$ cat config.mk
export PLATFORM = sky130hd
export DESIGN_NAME = minisys_stimulus_sequencer_flat
export DESIGN_NICKNAME = d
export VERILOG_FILES = /design/src/rtl/minisys_stimulus_sequencer_if.sv /design/src/rtl/minisys_stimulus_sequencer.sv /design/src/flat_wrapper.sv
export SDC_FILE = /design/constraint.sdc
export NUM_CORES = 1
export LEC_CHECK = 0
export ABC_AREA = 1
export CAP_MARGIN = 10
export CORE_AREA = 2 2 378 380
export DETAILED_ROUTE_END_ITERATION = 10
export DIE_AREA = 0 0 380 382
export SLEW_MARGIN = 20
export SYNTH_ARGS = -nofsm -noshare
export SYNTH_HDL_FRONTEND = slang
export SYNTH_SLANG_ARGS = --single-unit
$ cat constraint.sdc
create_clock -name Minisys_Clock -period 19 [get_ports Minisys_Clock]
set_input_delay 4.75 -clock Minisys_Clock [delete_from_list [all_inputs] [get_ports Minisys_Clock]]
set_output_delay 4.75 -clock Minisys_Clock [all_outputs]
set_load 0.05 [all_outputs]
$ cat src/rtl/minisys_stimulus_sequencer_if.sv
// minisys_stimulus_sequencer_if: run control, script-load port and Minisys board pins of the stimulus sequencer (master = controller/board side, slave = sequencer)
interface minisys_stimulus_sequencer_if #(
  parameter int SW_WIDTH = 24,
  parameter int BTN_WIDTH = 5,
  parameter int LED_WIDTH = 24,
  parameter int DEPTH = 16,
  parameter int DELAY_WIDTH = 16
);
  localparam int AW = $clog2(DEPTH);
  logic start;
  logic abort;
  logic [AW:0] script_len;
  logic script_wr_en;
  logic [AW-1:0] script_wr_addr;
  logic [DELAY_WIDTH-1:0] script_delay;
  logic [SW_WIDTH-1:0] script_sw_val;
  logic [SW_WIDTH-1:0] script_sw_mask;
  logic [BTN_WIDTH-1:0] script_btn;
  logic script_chk_en;
  logic [LED_WIDTH-1:0] script_exp_led;
  logic [LED_WIDTH-1:0] Minisys_Lights;
  logic [SW_WIDTH-1:0] Minisys_Switches;
  logic [BTN_WIDTH-1:0] Minisys_Button;
  logic busy;
  logic done;
  logic pass;
  logic [AW-1:0] step_idx;
  logic [7:0] mismatch_count;
  logic [AW-1:0] first_fail_step;
  modport master (
    output start, abort, script_len, script_wr_en, script_wr_addr, script_delay, script_sw_val,
           script_sw_mask, script_btn, script_chk_en, script_exp_led, Minisys_Lights,
    input  Minisys_Switches, Minisys_Button, busy, done, pass, step_idx, mismatch_count, first_fail_step
  );
  modport slave (
    input  start, abort, script_len, script_wr_en, script_wr_addr, script_delay, script_sw_val,
           script_sw_mask, script_btn, script_chk_en, script_exp_led, Minisys_Lights,
    output Minisys_Switches, Minisys_Button, busy, done, pass, step_idx, mismatch_count, first_fail_step
  );
endinterface

$ cat src/rtl/minisys_stimulus_sequencer.sv
// minisys_stimulus_sequencer: replays a timed switch/button script onto Minisys board pins and checks the lights (Minisys_Clock/Minisys_Reset plain, all else via the slave modport)
module minisys_stimulus_sequencer #(
  parameter int SW_WIDTH = 24,
  parameter int BTN_WIDTH = 5,
  parameter int LED_WIDTH = 24,
  parameter int DEPTH = 16,
  parameter int DELAY_WIDTH = 16,
  parameter int PULSE_CYCLES = 5,
  parameter int LOOP = 0
) (
  input logic Minisys_Clock,
  input logic Minisys_Reset,
  minisys_stimulus_sequencer_if.slave bus
);
  localparam int AW = $clog2(DEPTH);
  localparam int PW = $clog2(PULSE_CYCLES + 1);
  localparam logic [AW:0] LEN_MAX = (AW+1)'(DEPTH);
  typedef enum logic [2:0] {IDLE, LOAD, WAIT, APPLY, PULSE, CHECK, DONE} state_t;
  typedef struct packed {
    logic [DELAY_WIDTH-1:0] delay;
    logic [SW_WIDTH-1:0] val;
    logic [SW_WIDTH-1:0] mask;
    logic [BTN_WIDTH-1:0] btn;
    logic chk;
    logic [LED_WIDTH-1:0] exp;
  } entry_t;
  entry_t r_mem [DEPTH];
  entry_t w_ent;
  state_t r_state, w_next;
  logic [AW:0] r_len, w_len;
  logic [AW-1:0] r_step, r_ffs;
  logic [DELAY_WIDTH-1:0] r_cnt;
  logic [PW-1:0] r_pcnt;
  logic [SW_WIDTH-1:0] r_sw, w_sw;
  logic [BTN_WIDTH-1:0] r_btn, w_btn;
  logic [7:0] r_mis, w_mis;
  logic r_busy, r_done, r_pass;
  logic w_start, w_last, w_fail;
  assign w_ent = r_mem[r_step];
  assign w_len = bus.script_len > LEN_MAX ? LEN_MAX : bus.script_len;
  assign w_start = bus.start && !bus.abort && (r_state == IDLE || r_state == DONE);
  assign w_last = {1'b0, r_step} == r_len - 1'b1;
  assign w_fail = r_state == CHECK && w_ent.chk && bus.Minisys_Lights != w_ent.exp;
  assign w_mis = w_fail && r_mis != 8'hff ? r_mis + 1'b1 : r_mis;
  always_ff @(posedge Minisys_Clock) begin
    if (bus.script_wr_en && !r_busy)
      r_mem[bus.script_wr_addr] <= '{bus.script_delay, bus.script_sw_val, bus.script_sw_mask,
                                     bus.script_btn, bus.script_chk_en, bus.script_exp_led};
  end
  always_ff @(posedge Minisys_Clock) r_state <= Minisys_Reset ? IDLE : w_next;
  always_comb begin
    w_next = r_state;
    if (bus.abort) w_next = IDLE;
    else case (r_state)
      IDLE, DONE: if (bus.start) w_next = w_len == '0 ? DONE : LOAD;
      LOAD: w_next = WAIT;
      WAIT: if (r_cnt == '0) w_next = APPLY;
      APPLY: w_next = r_btn != '0 && PULSE_CYCLES > 1 ? PULSE : CHECK;
      PULSE: if (r_pcnt == '0) w_next = CHECK;
      CHECK: w_next = w_last && LOOP == 0 ? DONE : LOAD;
      default: w_next = IDLE;
    endcase
  end
  // Switches and button are loaded on the edge entering APPLY so they land delay+2 cycles after LOAD
  always_comb begin
    w_sw = w_next == APPLY ? (r_sw & ~w_ent.mask) | (w_ent.val & w_ent.mask) : r_sw;
    w_btn = w_next == APPLY ? w_ent.btn : w_next == PULSE ? r_btn : '0;
  end
  always_ff @(posedge Minisys_Clock) begin
    if (Minisys_Reset) begin
      r_sw <= '0;
      r_btn <= '0;
      r_busy <= 1'b0;
      r_done <= 1'b0;
      r_pass <= 1'b0;
      r_len <= '0;
      r_step <= '0;
      r_ffs <= '0;
      r_mis <= '0;
      r_cnt <= '0;
      r_pcnt <= '0;
    end else begin
      r_sw <= w_sw;
      r_btn <= w_btn;
      r_busy <= w_next inside {LOAD, WAIT, APPLY, PULSE, CHECK};
      r_done <= w_next == DONE;
      r_pass <= w_next == DONE && (w_start || w_mis == '0);
      if (w_start) begin
        r_len <= w_len;
        r_step <= '0;
        r_ffs <= '0;
        r_mis <= '0;
      end else if (!bus.abort) begin
        if (r_state == LOAD) r_cnt <= w_ent.delay;
        if (r_state == WAIT) r_cnt <= r_cnt - 1'b1;
        if (r_state == APPLY) r_pcnt <= PW'(PULSE_CYCLES - 2);
        if (r_state == PULSE) r_pcnt <= r_pcnt - 1'b1;
        if (r_state == CHECK) begin
          r_mis <= w_mis;
          if (w_fail && r_mis == '0) r_ffs <= r_step;
          if (!w_last) r_step <= r_step + 1'b1;
          else if (LOOP != 0) r_step <= '0;
        end
      end
    end
  end
  assign bus.Minisys_Switches = r_sw;
  assign bus.Minisys_Button = r_btn;
  assign bus.busy = r_busy;
  assign bus.done = r_done;
  assign bus.pass = r_pass;
  assign bus.step_idx = r_step;
  assign bus.mismatch_count = r_mis;
  assign bus.first_fail_step = r_ffs;
endmodule

$ cat src/flat_wrapper.sv
// flat-port wrapper written by rule: the top's interface ports become plain ports
module minisys_stimulus_sequencer_flat 
#(
  parameter int SW_WIDTH = 24,
  parameter int BTN_WIDTH = 5,
  parameter int LED_WIDTH = 24,
  parameter int DEPTH = 16,
  parameter int DELAY_WIDTH = 16,
  parameter int PULSE_CYCLES = 5,
  parameter int LOOP = 0
)
  (Minisys_Clock, Minisys_Reset, bus_start, bus_abort, bus_script_len, bus_script_wr_en, bus_script_wr_addr, bus_script_delay, bus_script_sw_val, bus_script_sw_mask, bus_script_btn, bus_script_chk_en, bus_script_exp_led, bus_Minisys_Lights, bus_Minisys_Switches, bus_Minisys_Button, bus_busy, bus_done, bus_pass, bus_step_idx, bus_mismatch_count, bus_first_fail_step);
  minisys_stimulus_sequencer_if #(.SW_WIDTH(SW_WIDTH), .BTN_WIDTH(BTN_WIDTH), .LED_WIDTH(LED_WIDTH), .DEPTH(DEPTH), .DELAY_WIDTH(DELAY_WIDTH)) bus_i ();
  input logic Minisys_Clock;
  input logic Minisys_Reset;
  input wire logic [$bits(bus_i.start)-1:0] bus_start;
  input wire logic [$bits(bus_i.abort)-1:0] bus_abort;
  input wire logic [$bits(bus_i.script_len)-1:0] bus_script_len;
  input wire logic [$bits(bus_i.script_wr_en)-1:0] bus_script_wr_en;
  input wire logic [$bits(bus_i.script_wr_addr)-1:0] bus_script_wr_addr;
  input wire logic [$bits(bus_i.script_delay)-1:0] bus_script_delay;
  input wire logic [$bits(bus_i.script_sw_val)-1:0] bus_script_sw_val;
  input wire logic [$bits(bus_i.script_sw_mask)-1:0] bus_script_sw_mask;
  input wire logic [$bits(bus_i.script_btn)-1:0] bus_script_btn;
  input wire logic [$bits(bus_i.script_chk_en)-1:0] bus_script_chk_en;
  input wire logic [$bits(bus_i.script_exp_led)-1:0] bus_script_exp_led;
  input wire logic [$bits(bus_i.Minisys_Lights)-1:0] bus_Minisys_Lights;
  output wire logic [$bits(bus_i.Minisys_Switches)-1:0] bus_Minisys_Switches;
  output wire logic [$bits(bus_i.Minisys_Button)-1:0] bus_Minisys_Button;
  output wire logic [$bits(bus_i.busy)-1:0] bus_busy;
  output wire logic [$bits(bus_i.done)-1:0] bus_done;
  output wire logic [$bits(bus_i.pass)-1:0] bus_pass;
  output wire logic [$bits(bus_i.step_idx)-1:0] bus_step_idx;
  output wire logic [$bits(bus_i.mismatch_count)-1:0] bus_mismatch_count;
  output wire logic [$bits(bus_i.first_fail_step)-1:0] bus_first_fail_step;
  assign bus_i.start = bus_start;
  assign bus_i.abort = bus_abort;
  assign bus_i.script_len = bus_script_len;
  assign bus_i.script_wr_en = bus_script_wr_en;
  assign bus_i.script_wr_addr = bus_script_wr_addr;
  assign bus_i.script_delay = bus_script_delay;
  assign bus_i.script_sw_val = bus_script_sw_val;
  assign bus_i.script_sw_mask = bus_script_sw_mask;
  assign bus_i.script_btn = bus_script_btn;
  assign bus_i.script_chk_en = bus_script_chk_en;
  assign bus_i.script_exp_led = bus_script_exp_led;
  assign bus_i.Minisys_Lights = bus_Minisys_Lights;
  assign bus_Minisys_Switches = bus_i.Minisys_Switches;
  assign bus_Minisys_Button = bus_i.Minisys_Button;
  assign bus_busy = bus_i.busy;
  assign bus_done = bus_i.done;
  assign bus_pass = bus_i.pass;
  assign bus_step_idx = bus_i.step_idx;
  assign bus_mismatch_count = bus_i.mismatch_count;
  assign bus_first_fail_step = bus_i.first_fail_step;
  minisys_stimulus_sequencer #(.SW_WIDTH(SW_WIDTH), .BTN_WIDTH(BTN_WIDTH), .LED_WIDTH(LED_WIDTH), .DEPTH(DEPTH), .DELAY_WIDTH(DELAY_WIDTH), .PULSE_CYCLES(PULSE_CYCLES), .LOOP(LOOP)) u_core (.Minisys_Clock(Minisys_Clock), .Minisys_Reset(Minisys_Reset), .bus(bus_i));
endmodule
==> qor.yml, run 1 <==
outcome: "finished, final reports clean"
worstRegToRegCells: 21
fin_total_pwr_mw: 7.152
grt_max_degree: 182
cts_sinks: 1583
path_class: "in -> reg"
core_area_um2: 140900
slew_viol_final: 0
maxSlewHeadroom: 0.2192
postSynthCellCount: 5078
muxShareOfSynthArea: 0.001108
fmax_mhz: 130.1
pwr_density_cell_nw_per_um2: 99.46
syn_area_per_cell_um2: 12.45
grt_antenna_before_repair: 14
final_hold_viol_count: 0
drt_iter0_drc: 4067
clk_latency_ns: 0.80
finalCritPeriodShare: 0.4044
rows: 138
clkTransAtPathRegs_ns: 0.06
synth_flop_cell: "edfxtp_1"
max_stage_delay_ns: 0.80
die_y_um: 382
drc: 0
cts_setup_buffers: 0
cpMostUsedCell: "buf_4"
drt-pass1-iter-count: 6
peakVddDrop_uv: 96.62
gp_congestion: 0.8238
post_cts_resized: 0
cts_buffers: 161
min_period_ns: 7.685
maxCapViolations: 0
dpl_cell_area_um2: 66710
arrival_ns: 8.08
die-area_um2: 145200
cp-end-kind: "register"
yosysSeqAreaShare: 0.7391
fin_nets: 5302
ys.warnings.count: 0
cts_root_buf: "clkbuf_16"
fin_area_um2: 71910
netlist_area_um2: 63240
hold_end: "u_core.bus.first_fail_step[1]"
initial_core_util: 0.4489
syn_to_final_growth_pct: 13.71
fin_setup_tns_ns: 0
worst_pin_slew_ns: 1.171
hp-class: "reg -> reg"
clock_path_buffers: 3
finalWirelength_mm: 167.1
synth-edff-count: 1504
overflow: 0
worstPathRequired_ns: 19.40
routed_via_density: 5.617
hold_depth: 2
rsz0062_at_grt: "false"
synth_simple_gate_area_frac: 0.1131
groute.usage.overall: 0.2261
hold_start: "u_core.bus.first_fail_step[1]"
crit_path_cell_trace: "clkdlybuf4s50_1, inv_1, nor2_1, nand3_1, nor2_4, buf_4, buf_4"
synth-adder-area-share: 0.001385
syn-num-nets: 5217
regToRegSetupSlack_ns: 13.65
grt_pass1_vias: 38537
clock_skew_ns: 0.05159
start_kind: "input port"
power_leakage_nw: 24.73
ys_seq_elements: 1583
htreeDepth: 4
io_buffers: 179
synth_top_family_by_area: "simple AND/OR/NAND/NOR gates"
synth.distinct_cells: 44
ioPinCount: 180
die_w_um: 380
crit_fanout: 46
vias: 40398
setup_violations: 0
dp_hpwl_mm: 89.85
numPlacedInstances: 6890
path_buf_inv: 4
synthXorXnorAreaFrac: 0.001523
cp_top_family: "buffers and inverters"
avgRoutedWirePerCell_um: 23.24
ant_nets: 0
synth_compound_area_frac: 0.1069
fin_cells: 7192
drive_gt1_frac: 0.06251
cts_tree: "built"
regToRegEndpoint: "u_core.bus.pass"
cts_hold_buf: 0
grt_pass1_wl_mm: 248.3
synthArstFlopShare: 0
slowest_stage: "buf_4"
## worst reg2reg max path: stages, from the launching register on
cell and delay, ns:
dfxtp_4 0.64, inv_8 0.64, buf_4 0.76, buf_4 0.83, nand2_1 0.15, nand2_1 0.10, nand2_1 0.05, nand3_1 0.09
nand3_1 0.24, nand3_1 0.18, nand2_1 0.07, nor2_1 0.09, nand2_1 0.13, nor2_1 0.16, nand3_2 0.32, nand3_1 0.32
nand2_1 0.08, nand2_1 0.08, nand2_1 0.06, nor2_1 0.09, nand2_1 0.07, a21oi_1 0.13
## sequential cells by signal, indices dropped and copies added, names as in the netlist, 3 cells and up, named ones only
name                        flops
u_core.bus.first_fail_step      4
u_core.bus.step_idx             4
u_core.bus.mismatch_count       8
u_core.bus.Minisys_Button       5
u_core.r_mem                 1504
u_core.r_cnt                   16
u_core.r_pcnt                   3
u_core.r_len                    5
u_core.r_state                  3
## cells by family (layout without fill, tap and decap cells)
kind of cell,count (synthesis),after routing
compound gates,1118,1118
xor+xnor,11,11
fa+ha+maj,7,7
buf+inv,564,781
flops,1583,1583
mux,7,7
other cells,0,7
simple gates,1788,1788
## per-layer routing
metal,up-vias,part of all wire,global-route usage,routed length [um]
met1,20192,0.43,0.3077,71800
met2,1271,0.49,0.3753,81220
li1,18655,-,-,-
met4,8,0.027,0.07297,4441
met3,272,0.058,0.03284,9639
met5,-,0.00029,0,48
## layout by cell type, fill, tap and decap left out, types with 10 or more instances in the layout
cell type and count:
a21oi_1 77, a221oi_1 17, a31oi_1 31, buf_4 65
bufinv_16 11, clkbuf_1 33, clkbuf_16 165, clkdlybuf4s50_1 179
clkinv_1 41, clkinv_2 29, dfxtp_1 75, edfxtp_1 1504
inv_1 230, nand2_1 719, nand3_1 268, nand4_1 12
nor2_1 740, nor2_4 16, nor3_1 12, o211a_1 24
o211ai_1 46, o21ai_0 622, o221ai_1 157, o22ai_1 104
or2_2 10
## through the flow
| step | setup WS (ns) | util | hold slack (ns) |
|---|---|---|---|
| 3_5_place_dp | 10.46 | 0.4734 | 0.4503 |
| 5_1_grt | 11.20 | 0.5103 | 0.4902 |
| 6_report | 11.32 | 0.5104 | 0.4582 |
| 2_1_floorplan | 9.421 | - | 0.4439 |
| 3_3_place_gp | 10.49 | 0.4734 | 0.4431 |
| 4_1_cts | 11.29 | 0.5103 | 0.4602 |
## layout make-up
cell class	count	area, um^2
clock inverters	91	853.3
fillers	12071	68980
flip-flops and latches	1583	46760
well taps	1890	2365
multi-input cells	2931	14290
clock buffers	204	4335
repair buffers	249	2380
diodes	7	17.52
inverters	237	912.1
## where the power goes
part	internal (mW)	total (mW)	leakage, nW	switching [mW]
clock	1.77	3.11	2.54	1.34
combinational	0.0446	0.169	7.97	0.124
sequential	3.86	3.87	14.2	0.0102
## synth_stat cells, drive strengths merged (17+ instances only)
cell type  count  share of area
clkbuf       201          0.012
nand3        269          0.021
buf          126          0.011
a221oi        17         0.0024
inv          234          0.014
o211a         24         0.0038
edfxtp      1504           0.71
o21ai        631          0.050
nor2         756          0.045
dfxtp         79          0.025
nand2        720          0.043
o221ai       157          0.022
a21oi         78         0.0062
o211ai        46         0.0055
a31oi         31         0.0031
o22ai        104          0.010
## worst max-delay path by stage
stage / start / end / slack [ns] / cells after the start
3_3_place_gp: bus_script_wr_en / u_core.r_mem[12][71] / 10.49 / 7
2_1_floorplan: bus_script_wr_en / u_core.r_mem[10][0] / 9.42 / 4
4_1_cts: bus_script_wr_en / u_core.r_mem[2][54] / 11.29 / 7
3_5_place_dp: bus_script_wr_en / u_core.r_mem[12][46] / 10.46 / 7
5_1_grt: bus_script_wr_en / u_core.r_mem[2][54] / 11.20 / 7
6_report: bus_script_wr_en / u_core.r_mem[12][39] / 11.32 / 7
No activity file was read; power rests on OpenSTA's default activity.
==> run 2: changes to the inputs <==
==> constraint.sdc (replaced) <==
create_clock -name Minisys_Clock -period 7.1 [get_ports Minisys_Clock]
set_input_delay 1.775 -clock Minisys_Clock [delete_from_list [all_inputs] [get_ports Minisys_Clock]]
set_output_delay 1.775 -clock Minisys_Clock [all_outputs]
set_load 0.05 [all_outputs]
==> run 2 against run 1 <==
Via count hardly changed. Critical path depth up 13. Worst hold slack got worse by 0.0091 ns. Design area barely moved. Routed wire length shrank 1.6%. Global-route usage shrank 0.29 points. Sequential share of layout area barely moved.
==> qor.yml, run 2 (synthesis results as in run 1) <==
fmax_mhz: 232.8
core_area_um2: 140900  # unchanged
fin_total_pwr_mw: 18.99  # +170%
dp_hpwl_mm: 82.76  # -7.9%
overflow: 0  # unchanged
cts_setup_buffers: 0  # unchanged
cts_tree: "built"
cts_root_buf: "clkbuf_16"
worstPathRequired_ns: 7.83  # -11.57 ns
cp_top_family: "simple AND/OR/NAND/NOR gates"
fin_nets: 5292  # -0.19%
maxCapViolations: 0  # unchanged
peakVddDrop_uv: 237.3  # +150%
worst_pin_slew_ns: 1.002  # -0.1690 ns
path_class: "reg -> reg"
grt_antenna_before_repair: 15  # +1
ant_nets: 0  # unchanged
setup_violations: 0  # unchanged
io_buffers: 179  # unchanged
gp_congestion: 0.7883  # -4.3%
layout_commonest_cell: "edfxtp_1"
drc: 0  # unchanged
min_period_ns: 4.295
drt_iter0_drc: 4000  # -1.6%
finalWirelength_mm: 164.5  # -1.6%
die-area_um2: 145200  # unchanged
met1_usage: 0.3029  # -0.004873
power_leakage_nw: 24.67  # -0.26%
grt_pass1_wl_mm: 246.7  # -0.62%
grt_use_met3: 0.03209  # -0.0007505
ioPinCount: 180  # unchanged
path_buf_inv: 2  # -2
hp-class: "reg -> reg"
pwr_density_cell_nw_per_um2: 263.9  # +170%
cts_buffers: 164  # +1.9%
max_stage_delay_ns: 0.55  # -0.25 ns
final_hold_viol_count: 0  # unchanged
drive_gt1_frac: 0.05919  # -0.003321
regToRegEndpoint: "u_core.bus.pass"
outcome: "finished, final reports clean"
grt_max_degree: 201  # +10%
vias: 40361  # -0.092%
maxSlewHeadroom: 0.3319  # +0.1127
grt_pass1_vias: 38895  # +0.93%
cts_hold_buf: 0  # unchanged
die_w_um: 380  # unchanged
avgRoutedWirePerCell_um: 22.90  # -1.5%
drt-pass1-iter-count: 6  # unchanged
cp.depth: 20  # +13
slew_viol_final: 0  # unchanged
groute.usage.overall: 0.2232  # -0.002873
gr-usage-met2: 0.3730  # -0.002298
busiest_layer: "met2"
htreeDepth: 4  # unchanged
crit_fanout: 135  # +190%
crit_end: "u_core.bus.pass"
syn_to_final_growth_pct: 13.79  # about the same
crit_path_cell_trace: "inv_8, buf_4, nand2_1, nand3_1, nand3_1, nand3_1, nand2_1, nand2_1, nand2_1, nor2_1, nand2_1, nor2_1, nand3_2, nand3_1, nand2_1, nand2_1, nand2_1, nor2_1, nand2_1, a21oi_1"
max_flop_register: "u_core.r_mem"
clkTransAtPathRegs_ns: 0.06  # about the same
cpMostUsedCell: "nand2_1"
finalCritPeriodShare: 0.6050
clock_path_buffers: 3  # unchanged
routed_via_density: 5.617  # about the same
die_y_um: 382  # unchanged
rsz0062_at_grt: "false"
arrival_ns: 5.03  # -3.05 ns
fin_setup_tns_ns: 0  # unchanged
cts_sinks: 1583  # unchanged
largest_reg_flops: 1504  # unchanged
mostFrequentLayoutCells: "1504 x edfxtp_1, 740 x nor2_1, 719 x nand2_1"
post_cts_resized: 0  # unchanged
cp-end-kind: "register"
initial_core_util: 0.4489  # unchanged
rows: 138  # unchanged
slowest_stage: "buf_4"
clk_latency_ns: 0.80  # about the same
regToRegSetupSlack_ns: 2.80  # -10.85 ns
clock_skew_ns: 0.02827  # -0.02332 ns
worstRegToRegCells: 20  # -4.8%
start_kind: "register"
==> run 2: cell types whose count changed in the layout (fill, tap and decap cells not counted), sizes merged <==
cell and delta:
inv +1, clkinv -14, clkbuf +25, buf -13, bufinv -6
==> run 2: worst min-delay path by stage <==
stage | end | start | slack, ns | cells past startpoint
after floorplan | u_core.r_cnt[11] | u_core.r_cnt[11] | 0.44 | 2
after global placement | u_core.bus.first_fail_step[2] | u_core.bus.first_fail_step[2] | 0.44 | 2
after detailed placement | u_core.bus.first_fail_step[2] | u_core.bus.first_fail_step[2] | 0.44 | 2
after CTS | u_core.bus.first_fail_step[2] | u_core.bus.first_fail_step[2] | 0.45 | 2
after global routing | u_core.bus.first_fail_step[2] | u_core.bus.first_fail_step[2] | 0.47 | 2
final | u_core.bus.first_fail_step[2] | u_core.bus.first_fail_step[2] | 0.45 | 2
==> run 2: cell type report <==
cell class | instances | area [um^2]
Fill cell | 12112 | 68930
Sequential cell | 1583 | 46760
Multi-Input combinational cell | 2931 | 14290
Clock buffer | 229 | 4462
Timing Repair Buffer | 236 | 2532
Tap cell | 1890 | 2365
Inverter | 237 | 912.1
Clock inverter | 72 | 623.1
Antenna cell | 7 | 17.52
==> run 2: worst reg2reg max path, delay by kind of cell, from the launching register on <==
family | cells | cell delay (ns)
DFF | 1 | 0.49
AOI/OAI and AO/OA | 1 | 0.13
buffers and inverters | 2 | 1.35
and+or+nand+nor | 17 | 2.28
==> run 2: through the flow <==
stage               cell area [um^2]  setup slack [ns]  instances  hold WS (ns)    util
floorplan                      63240            0.4959       5078        0.4439       -
global placement               66860             2.340       6877        0.4384  0.4745
detailed placement             66860             2.430       6877        0.4394  0.4745
CTS                            71940             2.772       7178        0.4489  0.5106
global route                   71960             2.406       7183        0.4706  0.5107
finish                         71960             2.805       7185        0.4491  0.5107
==> run 2: layer usage <==
metal / vias up / share of wire
li1: 18607 / -
met1: 20229 / 0.43
met2: 1270 / 0.49
met3: 245 / 0.058
met4: 10 / 0.025
met5: - / 0.00038
==> run 2: where the power goes <==
group / internal [mW] / total, mW / switching (mW)
Combinational: 0.122 / 0.444 / 0.322
Sequential: 10.3 / 10.4 / 0.0279
Clock: 4.60 / 8.18 / 3.58
